`config.mk`:
```
export PLATFORM = sky130hd
export DESIGN_NAME = fifo_fwft_thr
export DESIGN_NICKNAME = d
export VERILOG_FILES = /design/src/rtl/fifo_fwft_thr.sv
export SDC_FILE = /design/constraint.sdc
export NUM_CORES = 1
export LEC_CHECK = 0
export ABC_AREA = 0
export BUFFER_PORTS_ARGS = -buffer_cell sky130_fd_sc_hd__clkbuf_2
export CAP_MARGIN = 20
export CORE_ASPECT_RATIO = 0.6
export CORE_MARGIN = 8
export CORE_UTILIZATION = 60
export DETAILED_ROUTE_END_ITERATION = 10
export PLACE_DENSITY = 0.77
export SYNTH_ARGS = -nofsm -noshare
export SYNTH_HDL_FRONTEND = slang
export SYNTH_SLANG_ARGS = --single-unit
```
`constraint.sdc`:
```
create_clock -name clk -period 3.1 [get_ports clk]
set_input_delay 0.465 -clock clk [delete_from_list [all_inputs] [get_ports clk]]
set_output_delay 0.465 -clock clk [all_outputs]
set_load 0.01 [all_outputs]
```
`src/rtl/fifo_fwft_thr.sv`:
```
// First-word-fall-through circular-buffer FIFO with fill level, almost-full/empty thresholds and flush.
// Optional sticky overflow/underflow flags are enabled by defining FIFO_ERR_FLAGS_EN.
module fifo_fwft_thr #(
    parameter int DATA_WIDTH = 8,
    parameter int DEPTH      = 16,
    parameter int AF_LEVEL   = DEPTH - 2,
    parameter int AE_LEVEL   = 1
) (
    input  logic                         clk,
    input  logic                         reset_n,
    input  logic                         flush,
    input  logic                         write,
    input  logic [DATA_WIDTH-1:0]        datain,
    input  logic                         read,
    output logic [DATA_WIDTH-1:0]        dataout,
    output logic                         val,
    output logic                         full,
    output logic [$clog2(DEPTH+1)-1:0]   level,
    output logic                         almost_full,
    output logic                         almost_empty
`ifdef FIFO_ERR_FLAGS_EN
    ,
    input  logic                         err_clr,
    output logic                         overflow,
    output logic                         underflow
`endif
);
    localparam int LW = $clog2(DEPTH + 1);
    localparam int PW = (DEPTH > 2) ? $clog2(DEPTH) : 1;

    generate
        if (DEPTH < 2) begin : g_bad_depth
            $error("fifo_fwft_thr: DEPTH must be >= 2");
        end
        if (AF_LEVEL < 1 || AF_LEVEL > DEPTH) begin : g_bad_af
            $error("fifo_fwft_thr: AF_LEVEL must be in 1..DEPTH");
        end
        if (AE_LEVEL < 0 || AE_LEVEL >= AF_LEVEL) begin : g_bad_ae
            $error("fifo_fwft_thr: AE_LEVEL must be in 0..AF_LEVEL-1");
        end
    endgenerate

    logic [DATA_WIDTH-1:0] mem_q [DEPTH];
    logic [PW-1:0]         wr_ptr_q, wr_ptr_d;
    logic [PW-1:0]         rd_ptr_q, rd_ptr_d;
    logic [LW-1:0]         level_q, level_d;
    logic                  wr_ok, rd_ok;

    assign val          = (level_q != '0);
    assign full         = (level_q == LW'(DEPTH));
    assign almost_full  = (level_q >= LW'(AF_LEVEL));
    assign almost_empty = (level_q <= LW'(AE_LEVEL));
    assign level        = level_q;
    assign dataout      = mem_q[rd_ptr_q];

    // A write into a full FIFO is only legal when the same-cycle pop frees a slot.
    assign wr_ok = write & (~full | read);
    assign rd_ok = read & val;

    always_comb begin
        wr_ptr_d = wr_ptr_q;
        rd_ptr_d = rd_ptr_q;
        level_d  = level_q;
        if (flush) begin
            wr_ptr_d = '0;
            rd_ptr_d = '0;
            level_d  = '0;
        end else begin
            if (wr_ok) begin
                wr_ptr_d = (wr_ptr_q == PW'(DEPTH - 1)) ? '0 : wr_ptr_q + 1'b1;
            end
            if (rd_ok) begin
                rd_ptr_d = (rd_ptr_q == PW'(DEPTH - 1)) ? '0 : rd_ptr_q + 1'b1;
            end
            if (wr_ok && !rd_ok) begin
                level_d = level_q + 1'b1;
            end else if (rd_ok && !wr_ok) begin
                level_d = level_q - 1'b1;
            end
        end
    end

    always_ff @(posedge clk) begin
        if (!reset_n) begin
            wr_ptr_q <= '0;
            rd_ptr_q <= '0;
            level_q  <= '0;
        end else begin
            wr_ptr_q <= wr_ptr_d;
            rd_ptr_q <= rd_ptr_d;
            level_q  <= level_d;
        end
    end

    // Storage is never reset; a flush or reset in the same cycle suppresses the write.
    always_ff @(posedge clk) begin
        if (reset_n && !flush && wr_ok) begin
            mem_q[wr_ptr_q] <= datain;
        end
    end

`ifdef FIFO_ERR_FLAGS_EN
    logic overflow_q, overflow_d;
    logic underflow_q, underflow_d;

    always_comb begin
        overflow_d  = (write & full & ~read) | (overflow_q & ~err_clr);
        underflow_d = (read & ~val) | (underflow_q & ~err_clr);
    end

    always_ff @(posedge clk) begin
        if (!reset_n) begin
            overflow_q  <= 1'b0;
            underflow_q <= 1'b0;
        end else begin
            overflow_q  <= overflow_d;
            underflow_q <= underflow_d;
        end
    end

    assign overflow  = overflow_q;
    assign underflow = underflow_q;
`endif

endmodule
```
## Word-level counts from Yosys, hierarchy flattened

Memory sizes are Yosys's and may differ from the RTL's. A register that Yosys moved wholly into a read port is not among the register bits.
Cells that the tools add are included.
W data, S select, Z words.

| storage, ports and cells | value |
|---|---|
| register bits after elaboration | 13 |
| bits in latches | 0 |
| memory bits (writable) | 128 |
| ROM bits | 0 |
| input bits | 13 |
| output and inout port bits | 17 |
| logic and storage cells | 36 |
| memories | 1 |

| operators by class | value |
|---|---|
| $add $sub $neg | 4 |
| multiply operators | 0 |
| div/mod/pow operators | 0 |
| magnitude comparators | 2 |
| equality and inequality tests | 3 |
| shifts and indexed selects | 0 |
| mux-type cells | 8 |
| bitwise logic cells | 5 |
| reduce and logical (&&, ||, !) cells | 10 |

Memories:

| memory | depth | width | read ports | clocked after Yosys merged registers in | wr ports | RTL line | RTL |
|---|---|---|---|---|---|---|---|
| mem_q | 16 | 8 | 1 | 1 | 1 | 43 | `logic [DATA_WIDTH-1:0] mem_q [DEPTH];` |

Operators with widths:

| cell | number |
|---|---|
| $mux W4 | 4 |
| $mux W5 | 2 |
| $add A4 B1 Y4 const B | 2 |
| $eq A4 B4 Y1 const B | 2 |
| $add A5 B1 Y5 const B | 1 |
| $eq A5 B5 Y1 const B | 1 |
| $ge A5 B4 Y1 const B | 1 |
| $le A5 B1 Y1 const B | 1 |
| $reduce_bool A5 Y1 | 1 |
| $sub A5 B1 Y5 const B | 1 |
| $logic_and A1 B1 Y1 | 4 |
| $logic_not A1 Y1 | 3 |
| $and A1 B1 Y1 | 2 |
| $mux W1 | 2 |
| $not A1 Y1 | 2 |
| $reduce_bool A2 Y1 | 1 |
| $reduce_or A2 Y1 | 1 |
| $or A1 B1 Y1 | 1 |

## Depth between registers and ports, before layout

Gate-level depths: netlist (run 1).

| depth | value |
|---|---|
| depth in word-level cells | 8 |
| mapped depth | 10 |
| mapped depth without buffers | 9 |

## Worst setup path before layout (run 1)

Ideal clock, no wire load.

| timing | value |
|---|---|
| kind | flip-flop to flip-flop |
| start | register level_q[0], in the netlist level[0] |
| end | register level_q[4], in the netlist level[4] |
| library setup time | 0.128 ns |
| arrival | 2.231 ns |
| data required time | 2.972 ns |
| setup slack | 0.742 ns |
| cell stages (with the launch flop) | 11 |
| path buffers | 1 |
| clock period less this slack | 2.358 ns |
| cell sequence | dfxtp_1 inv_1 ha_1 nand4bb_1 o21a_1 buf_2 ha_1 or4b_1 a21oi_2 xnor2_1 nor2_1 |

| between the ends | value |
|---|---|
| longest elaborated chain between the ends | 7 |
| elaborated cells on any way between the ends | 15 |
| those cells by class | 2 x add/sub; 1 x eq/ne; 2 x mux; 4 x bitwise; 6 x reduce/logical |

Ends and longest elaborated chain:

| what | RTL line | RTL |
|---|---|---|
| start, declared | 46 | `logic [LW-1:0] level_q, level_d;` |
| start signal, assigned | 91 | `level_q <= level_d;` |
| $eq A5 B5 Y1 (*) | 50 | `assign full = (level_q == LW'(DEPTH));` |
| $not A1 Y1 (*) | 57 | `assign wr_ok = write & (~full \| read);` |
| $or A1 B1 Y1 (*) | 57 |  |
| $and A1 B1 Y1 (*) | 57 |  |
| via wr_ok | 47 | `logic wr_ok, rd_ok;` |
| $logic_not A1 Y1 | 77 | `end else if (rd_ok && !wr_ok) begin` |
| $logic_and A1 B1 Y1 | 77 |  |
| $reduce_bool A2 Y1 (no line) | - |  |

The timed path passes the listed nets; every way through them passes the cells marked *. The select of a mux whose other input is x is not followed.
A chain may end at the register's enable or synchronous reset.

==> results of run 1 <==
## cell type report
| type | count | area, sq um | share of cell area, % |
|---|---|---|---|
| tap | 130 | 162.7 | 2.427 |
| timing repair buffer | 49 | 307.8 | 4.592 |
| sequential | 145 | 4185 | 62.44 |
| inverter | 5 | 18.77 | 0.2800 |
| clock buffer | 19 | 432.9 | 6.459 |
| multi-input combinational | 152 | 1499 | 22.36 |
| clock inverter | 13 | 96.34 | 1.437 |
## Yosys cell counts
master	number
o211ai_1	1
nor4_1	1
or4_1	2
o211ai_2	1
a31oi_1	1
o21ai_0	1
o21ai_1	1
xor2_1	4
a32o_1	1
o31ai_1	1
nor2_1	26
mux4_2	32
buf_4	1
ha_1	11
or4b_4	1
buf_1	5
or4b_1	1
edfxtp_1	128
nor3_1	1
a21o_1	1
dfxtp_1	17
o21a_1	1
a22oi_1	16
buf_2	2
nand4_1	2
nand3_1	6
or3_1	2
clkbuf_1	2
a311o_1	1
nor2b_1	3
nand4bb_1	1
buf_6	3
xnor2_1	2
nand2_1	16
a21oi_2	1
mux2i_1	2
a21oi_1	7
and2_1	1
nand2b_1	2
nand3b_1	1
nand2_2	1
inv_1	5
## metal layers
metal | global-route usage [%] | wire length, um | vias to the layer above
met2 | 29.14 | 5585 | 127
met4 | 6.069 | 140 | 0
li1 | - | - | 1375
met5 | 0 | 0 | -
met3 | 7.036 | 1000 | 14
met1 | 27.10 | 5220 | 1599
## worst min path at each step
stage,startpoint,end,slack [ns],depth (start not counted)
2_1_floorplan,rd_ptr_q[3]$_SDFFE_PP0N_,flop,0.45,2
3_3_place_gp,rd_ptr_q[3]$_SDFFE_PP0N_,rd_ptr_q[3]$_SDFFE_PP0N_,0.47,2
3_5_place_dp,rd_ptr_q[3]$_SDFFE_PP0N_,rd_ptr_q[3]$_SDFFE_PP0N_,0.48,2
4_1_cts,read,rd_ptr_q[1]$_SDFFE_PP0N_,0.40,3
5_1_grt,read,flop,0.42,3
6_report,read,rd_ptr_q[1]$_SDFFE_PP0N_,0.42,3
## registers in the layout, indices dropped and copies added, names as in the netlist, named ones only
signal / flops
level: 5
mem_q: 128
rd_ptr_q: 4
wr_ptr_q: 4
## per-stage QoR
stage | instance area (sq um) | hold WS, ns | utilization, % | cells
2_1_floorplan | 5779 | 0.4499 | - | 315
3_3_place_gp | 6173 | 0.4737 | 66.69 | 481
3_5_place_dp | 6173 | 0.4768 | 66.69 | 481
4_1_cts | 6703 | 0.3985 | 72.41 | 513
5_1_grt | 6703 | 0.4221 | 72.41 | 513
6_report | 6703 | 0.4171 | 72.41 | 513
## cells by family (layout without fill, tap and decap cells)
family | count (synthesis) | after routing | share of synthesized area (%)
flops | 145 | 145 | 72.40
simple gates | 67 | 67 | 5.629
compound gates | 34 | 34 | 4.200
mux | 34 | 34 | 12.82
buf+inv | 18 | 86 | 1.667
fa+ha+maj | 11 | 11 | 2.381
xor+xnor | 6 | 6 | 0.9093
## power breakdown
group          switching (uW)  leakage, uW  total [uW]  internal, uW
combinational             162     0.000702         298           136
sequential               28.1      0.00129        2170          2140
clock                     727     0.000252        1810          1080
## worst max-delay path, delay by kind of cell (launching register included)
family          cells  cell delay [ns]
flops               1             0.65
simple gates        1             0.15
buf+inv             2             0.41
mux                 1             0.51
compound gates      1             0.34
==> results_dict.tcl, run 1 <==
set metrics [dict create \
    tritoncts "built" \
    first_iter_violations 284 \
    clk_path_buf_depth 2 \
    tightest_slew_ns 0.9077 \
    cts_resized 0 \
    netlist.area_leader.share_pct 66.51 \
    area_growth_pct 15.98 \
    setup_violations 0 \
    core_sq_um 9256 \
    yosysSeqAreaShare_pct 72.40 \
    vias_per_cell 6.072 \
    rows 27 \
    synth.area.top_cells "edfxtp_1 (67%), mux4_2 (12%), dfxtp_1 (5.9%)" \
    grt_max_degree 33 \
    postCtsSetupRepairBufs 0 \
    status "completed" \
    cp_max_fo 16 \
    worstPathCellList "buf_12 > mux4_2 > a22oi_1 > nand2_1 > clkbuf_2" \
    finalCritPeriodShare_pct 94.73 \
    yosysUniqueCellTypes 42 \
    fin_crit_ns 2.937 \
    drv_slew 0 \
    leakage_uw 0.002244 \
    final_cell_mix "edfxtp_1 (128), mux4_2 (32), clkbuf_2 (29)" \
    pre_cts_ws_ns 0.6073 \
    worstSkewPairLatency_ns 0.42 \
    hold_violations 0 \
    numCtsBuffers 17 \
    cap_violations 0 \
    grt.total_usage_pct 19.73 \
    drt_first_pass_iters 5 \
    r2r_start "level[0]$_SDFFE_PP0P_" \
    nNetsFinal 394 \
    via_count 3115 \
    reg2reg_to "level[4]$_SDFFE_PP0P_" \
    max-vdd-ir-drop_uv 446.1 \
    crit_type "flop to primary output" \
    wire_per_inst_um 23.29 \
    hpwl_um 7256 \
    finalPower_uw 4276 \
    clkTransAtPathRegs_ns 0.06 \
    yosys.area.top_type "edfxtp_1" \
    port_buffers 29 \
    grt_pass1_wl_um 18510 \
    clockRootBuffer "clkbuf_16" \
    final.setup_skew_ns 0.006728 \
    powerDensity_nw_per_um2 637.9 \
    syn_avg_cell_area_sq_um 18.35 \
    crit_slowest_cell "dfxtp_2" \
    cts_max_level 4 \
    cts-hold-fix-buffers 0 \
    grt_antenna_before_repair 0 \
    synth.cell_area_sq_um 5779 \
    antenna_cells 0 \
    mostFrequentLayoutCell "edfxtp_1" \
    wirelength_um 11950 \
    final_antenna_net_count 0 \
    globalRoute.totalOverflow 0 \
    syn_nets 339 \
    cp.required_ns 2.63 \
    synth_warnings 0 \
    reg2reg_slack_ns 0.58 \
    slew_headroom_pct 39.36 \
    slowest_delay_ns 0.65 \
    gp_congestion 0.7356 \
    drc_errors 0 \
    die_w_um 142.7 \
    cts.sinks 145 \
    reg2regPathDepth 9 \
    min_path_type "primary input to flop" \
    ys_ff_latch 145 \
    final_layout_size_suffix_gt1_share_pct 29.24 \
    start_util_pct 62.44 \
    setup_tns_ns 0 \
    max_freq_ghz 0.3405 \
    pin_count 30 \
    cp_data_arrival_time_ns 2.47 \
    endpoint "dataout[7]" \
    fillers 576 \
    setup_ws_ns 0.1633 \
    die_h_um 92.02 \
    grt_setup_unrepaired "false" \
    syn_inst 315 \
    grt_pass1_vias 3207 \
    die_area_sq_um 13130 \
    start_kind "flop" \
    crit_path_end_kind "primary output" \
]
No activity file was read; power rests on OpenSTA's default activity.
==> run 2: changes to the inputs <==
- ABC_AREA: 0 -> 1
- CORE_UTILIZATION: 60 -> 65
- PLACE_DENSITY: 0.77 -> 0.83
- clock period: 3.1 -> 3.8 ns (I/O delays scaled with it)
==> results_dict.tcl, run 2 <==
set metrics [dict create \
    status "completed" \
    synth.cell_area_sq_um 6291 \
    yosysMostFrequentCell "nand2_1" \
    numCtsBuffers 17 \
    crit_type "flop to primary output" \
    final.setup_skew_ns 0.005666 \
    pin_count 30 \
    largest_reg_flops 128 \
    tritoncts "built" \
    drt_first_pass_iters 7 \
    finalPower_uw 3692 \
    powerDensity_nw_per_um2 523.2 \
    synth_edf_count 128 \
    slowest_delay_ns 0.72 \
    grt_antenna_before_repair 0 \
    grt.total_usage_pct 23.40 \
    path_common_cell "nand2_1" \
    cts_max_level 4 \
    wire_per_inst_um 18.72 \
    die_w_um 143.0 \
    cp_max_fo 58 \
    slew_headroom_pct 33.07 \
    nNetsFinal 661 \
    syn_avg_cell_area_sq_um 10.30 \
    setup_tns_ns 0 \
    via_count 4550 \
    start_kind "flop" \
    wirelength_um 14590 \
    syn_inst 611 \
    final_antenna_net_count 0 \
    globalRoute.totalOverflow 0 \
    cap_violations 0 \
    max-vdd-ir-drop_uv 424.3 \
    hold_violations 0 \
    port_buffers 29 \
    ys_ff_latch 145 \
    synth.area.top_cells "edfxtp_1 (61%), nand2_1 (13%), dfxtp_1 (5.4%)" \
    cp_data_arrival_time_ns 2.32 \
    cp.required_ns 3.23 \
    final_layout_size_suffix_gt1_share_pct 10.94 \
    top_register "mem_q" \
    syn_nets 635 \
    reg2regPathDepth 7 \
    vias_per_cell 5.841 \
    die_area_sq_um 13190 \
    core_sq_um 9290 \
    leakage_uw 0.002832 \
    clockRootBuffer "clkbuf_16" \
    grt_max_degree 71 \
    grt_pass1_wl_um 23280 \
    hold_depth 3 \
    finalCritPeriodShare_pct 76.14 \
    mostFrequentLayoutCell "nand2_1" \
    antenna_cells 0 \
    crit_path_end_kind "primary output" \
    synth-main-ff-cell "edfxtp_1" \
    drc_errors 0 \
    final_cell_mix "nand2_1 (217), edfxtp_1 (128), nand3_1 (65)" \
    netlist.area_leader.share_pct 61.10 \
    synthTopCellsByCount "nand2_1 (217), edfxtp_1 (128), nand3_1 (65)" \
    drv_slew 0 \
    async_flop_share_pct 0 \
    synth_warnings 0 \
    cts.sinks 145 \
    yosys.area.top_type "edfxtp_1" \
    crit_slowest_cell "inv_2" \
    rows 27 \
    gp_congestion 0.9197 \
    clkTransAtPathRegs_ns 0.06 \
    max_freq_ghz 0.3456 \
    area_growth_pct 12.17 \
    die_h_um 92.21 \
    cts-hold-fix-buffers 0 \
    grt_pass1_vias 4378 \
    first_iter_violations 773 \
    clk_path_buf_depth 2 \
    postCtsSetupRepairBufs 0 \
    setup_violations 0 \
    min_path_type "primary input to flop" \
    grt_setup_unrepaired "false" \
    start_util_pct 67.72 \
    hpwl_um 9420 \
    cts_resized 0 \
    fin_crit_ns 2.893 \
    yosysSeqAreaShare_pct 66.51 \
    yosysUniqueCellTypes 27 \
    worstSkewPairLatency_ns 0.42 \
    tightest_slew_ns 1.003 \
    worstPathCellList "inv_2 > nand2_1 > nand2_1 > nand2_1 > nand3_1 > nand3_1 > nand2_1 > clkbuf_2" \
]
## run 2: cell types whose count changed after synthesis, sizes merged, moves of 3 or more
cell,change
a22oi,-16
buf,+10
inv,+41
mux4,-32
nand2,+202
nand3,+61
nor2,+28
nor2b,-3
o211ai,+4
o21ai,+17
## run 2: area by class of cell
type                    instances  area, sq um
flip-flops and latches        145         4185
fillers                       588         2233
multi-input cells             395         1795
clock buffers                  18        429.2
inverters                      46        172.7
repair buffers                 32        167.7
well taps                     130        162.7
clock inverters                13        143.9
## run 2: routing by layer
layer	global-route usage [%]	part of all wire [%]	wire [um]	vias up
met5	0	0	0	-
met4	9.323	1.8	264	0
met3	7.760	13	1932	38
met2	34.24	44	6416	332
met1	31.69	41	5970	2097
li1	-	-	-	2083
## run 2: cells by family after synthesis
logic type,after synthesis,share of synthesized area [%]
flip-flops,145,66.51
AND/OR/NAND/NOR,345,22.79
XOR/XNOR,3,0.4177
AO/OA/AOI/OAI,36,3.142
adder cells (fa/ha/maj),11,2.188
buffers and inverters,71,4.952
## run 2: worst max-delay path, delay by kind of cell, from the launching register on
family / cells / cell delay [ns]
simple gates: 6 / 0.70
buf+inv: 2 / 0.86
flops: 1 / 0.32
## run 2: worst paths after layout
path | start | endpoint | slack, ns
setup reg to reg | level[1]$_SDFFE_PP0P_ | mem_q[2][0]$_DFFE_PP_ | 1.24
hold reg to reg | rd_ptr_q[0]$_SDFFE_PP0N_ | flop | 0.53
hold / removal | write | wr_ptr_q[2]$_SDFFE_PP0P_ | 0.50
setup / recovery | flop | dataout[3] | 0.91
## run 2: report_power, final
group	switching [uW]	internal, uW
sequential	14.6	1750
combinational	213	92.1
clock	610	1020
total	838	2850
## run 2: stage by stage
| step | instances | cell area (sq um) | hold WS (ns) | util, % | setup WS (ns) |
|---|---|---|---|---|---|
| 2_1_floorplan | 611 | 6291 | 0.4793 | - | 1.798 |
| 3_3_place_gp | 748 | 6484 | 0.5065 | 69.79 | 1.392 |
| 3_5_place_dp | 748 | 6484 | 0.5108 | 69.79 | 1.309 |
| 4_1_cts | 779 | 7057 | 0.4803 | 75.96 | 0.9673 |
| 5_1_grt | 779 | 7057 | 0.5028 | 75.96 | 0.7665 |
| 6_report | 779 | 7057 | 0.4979 | 75.96 | 0.9067 |
==> run 3: changes to the inputs <==
- CORE_UTILIZATION: 65 -> 55
- PLACE_DENSITY: 0.83 -> 0.74
- clock period: 3.8 -> 2.3 ns (I/O delays scaled with it)
==> results_dict.tcl, run 3 (synthesis results as in run 2) <==
set metrics [dict create \
    setup_violations 0 \
    final_cell_mix "nand2_1 (217), edfxtp_1 (128), nand3_1 (65)" \
    status "completed" \
    max_freq_ghz 0.4543 \
    hold_violations 0 \
    fillers 794 \
    p_seq_share_pct 46.6 \
    gp_congestion 0.8462 \
    slew_headroom_pct 60.77 \
    clockPowerShare_pct 44.9 \
    finalPower_uw 6257 \
    start_util_pct 56.05 \
    first_iter_violations 593 \
    area_growth_pct 16.67 \
    antenna_cells 0 \
    die_area_sq_um 15230 \
    grt_pass1_vias 4309 \
    min_path_type "primary input to flop" \
    grt.total_usage_pct 19.64 \
    top_register "mem_q" \
    fin_area_sq_um 7340 \
    cp.required_ns 1.96 \
    switching_share_pct 23.65 \
    fin_crit_ns 2.201 \
    mostFrequentLayoutCell "nand2_1" \
    drt_first_pass_iters 5 \
    worstSkewPairLatency_ns 0.42 \
    final_layout_size_suffix_gt1_share_pct 15.03 \
    powerDensity_nw_per_um2 852.5 \
    final_antenna_net_count 0 \
    numCtsBuffers 17 \
    cap_violations 0 \
    vias_per_cell 5.467 \
    largest_reg_flops 128 \
    internal-power_uw 4777 \
    drc_errors 0 \
    hpwl_um 9618 \
    hold_depth 3 \
    clkTransAtPathRegs_ns 0.06 \
    place_area_sq_um 6684 \
    wire_per_inst_um 17.89 \
    final.setup_skew_ns 0.01040 \
    crit_path_end_kind "primary output" \
    leakage_uw 0.002968 \
    clockRootBuffer "clkbuf_16" \
    drv_slew 0 \
    via_count 4461 \
    tritoncts "built" \
    max-vdd-ir-drop_uv 602.2 \
    grt_antenna_before_repair 0 \
    rows 30 \
    reg2reg_slack_ns 0.18 \
    cp_max_fo 35 \
    p_comb_share_pct 8.5 \
    clk_path_buf_depth 2 \
    start_kind "flop" \
    die_h_um 98.85 \
    cts.sinks 145 \
    postCtsSetupRepairBufs 0 \
    p_switching_uw 1480 \
    reg2regPathDepth 10 \
    cts_max_level 4 \
    nNetsFinal 683 \
    dpl.cell_count 783 \
    grt_pass1_wl_um 22700 \
    finalNonFillerCells 816 \
    cts-hold-fix-buffers 0 \
    pin_count 30 \
    core_sq_um 11220 \
    finalCritPeriodShare_pct 95.70 \
    multi_input_area_sq_um 1805 \
    tightest_slew_ns 0.5878 \
    utilization_pct 65.40 \
    crit_type "flop to primary output" \
    wirelength_um 14600 \
    globalRoute.totalOverflow 0 \
    cp_data_arrival_time_ns 1.86 \
    die_w_um 154.1 \
    register_area_sq_um 4185 \
    grt_max_degree 71 \
    port_buffers 29 \
]
==> run 3: layout make-up <==
class	instances	area share, %
Tap cell	144	2.455
Clock inverter	15	2.523
Clock buffer	17	5.796
Sequential cell	145	57.02
Multi-Input combinational cell	395	24.60
Inverter	46	2.489
Timing Repair Buffer	54	5.114
==> run 3: worst paths after layout <==
kind,startpoint,endpoint
setup / recovery,flop,dataout[7]
hold / removal,write,wr_ptr_q[2]$_SDFFE_PP0P_
setup reg to reg,level[1]$_SDFFE_PP0P_,level[2]$_SDFFE_PP0P_
hold reg to reg,wr_ptr_q[0]$_SDFFE_PP0P_,wr_ptr_q[0]$_SDFFE_PP0P_
==> run 3: power by group through the flow <==
stage / registers (uW) / clock network (uW) / logic, uW
global route: 2910 / 2930 / 583
detailed placement: 2960 / 0 / 507
global placement: 2960 / 0 / 491
floorplan: 2960 / 0 / 323
CTS: 2910 / 2820 / 514
finish: 2910 / 2810 / 532
==> run 3: repair_timing <==
item,CTS,global route
gates resized for setup,5,7
endpoints found under the setup margin,9,8
pin swaps,0,1
cloned,0,1
==> run 3: stage by stage <==
stage	setup TNS, ns	setup slack (ns)	hold WS, ns
2_1_floorplan	0	0.2982	0.4439
3_3_place_gp	0	0.2235	0.5010
3_5_place_dp	0	0.009837	0.5216
4_1_cts	0	0.04096	0.2643
5_1_grt	-0.001241	-0.001241	0.3210
6_report	0	0.09900	0.3012
==> run 3: worst max-delay path, stage by stage (launching register included) <==
cell and delay [ns]:
dfxtp_2 0.45, buf_12 0.24, nand2_1 0.08, nand2_1 0.07
nand2_1 0.05, nand3_1 0.15, nand3_1 0.14, nand2_1 0.10
clkbuf_2 0.13
==> run 3: per-layer routing <==
metal / track usage, % / vias up / share of wire, %
li1: - / 2130 / -
met1: 26.17 / 2080 / 43
met2: 29.40 / 224 / 45
met3: 6.815 / 27 / 10
met4: 6.742 / 0 / 1.5
met5: 0 / - / 0
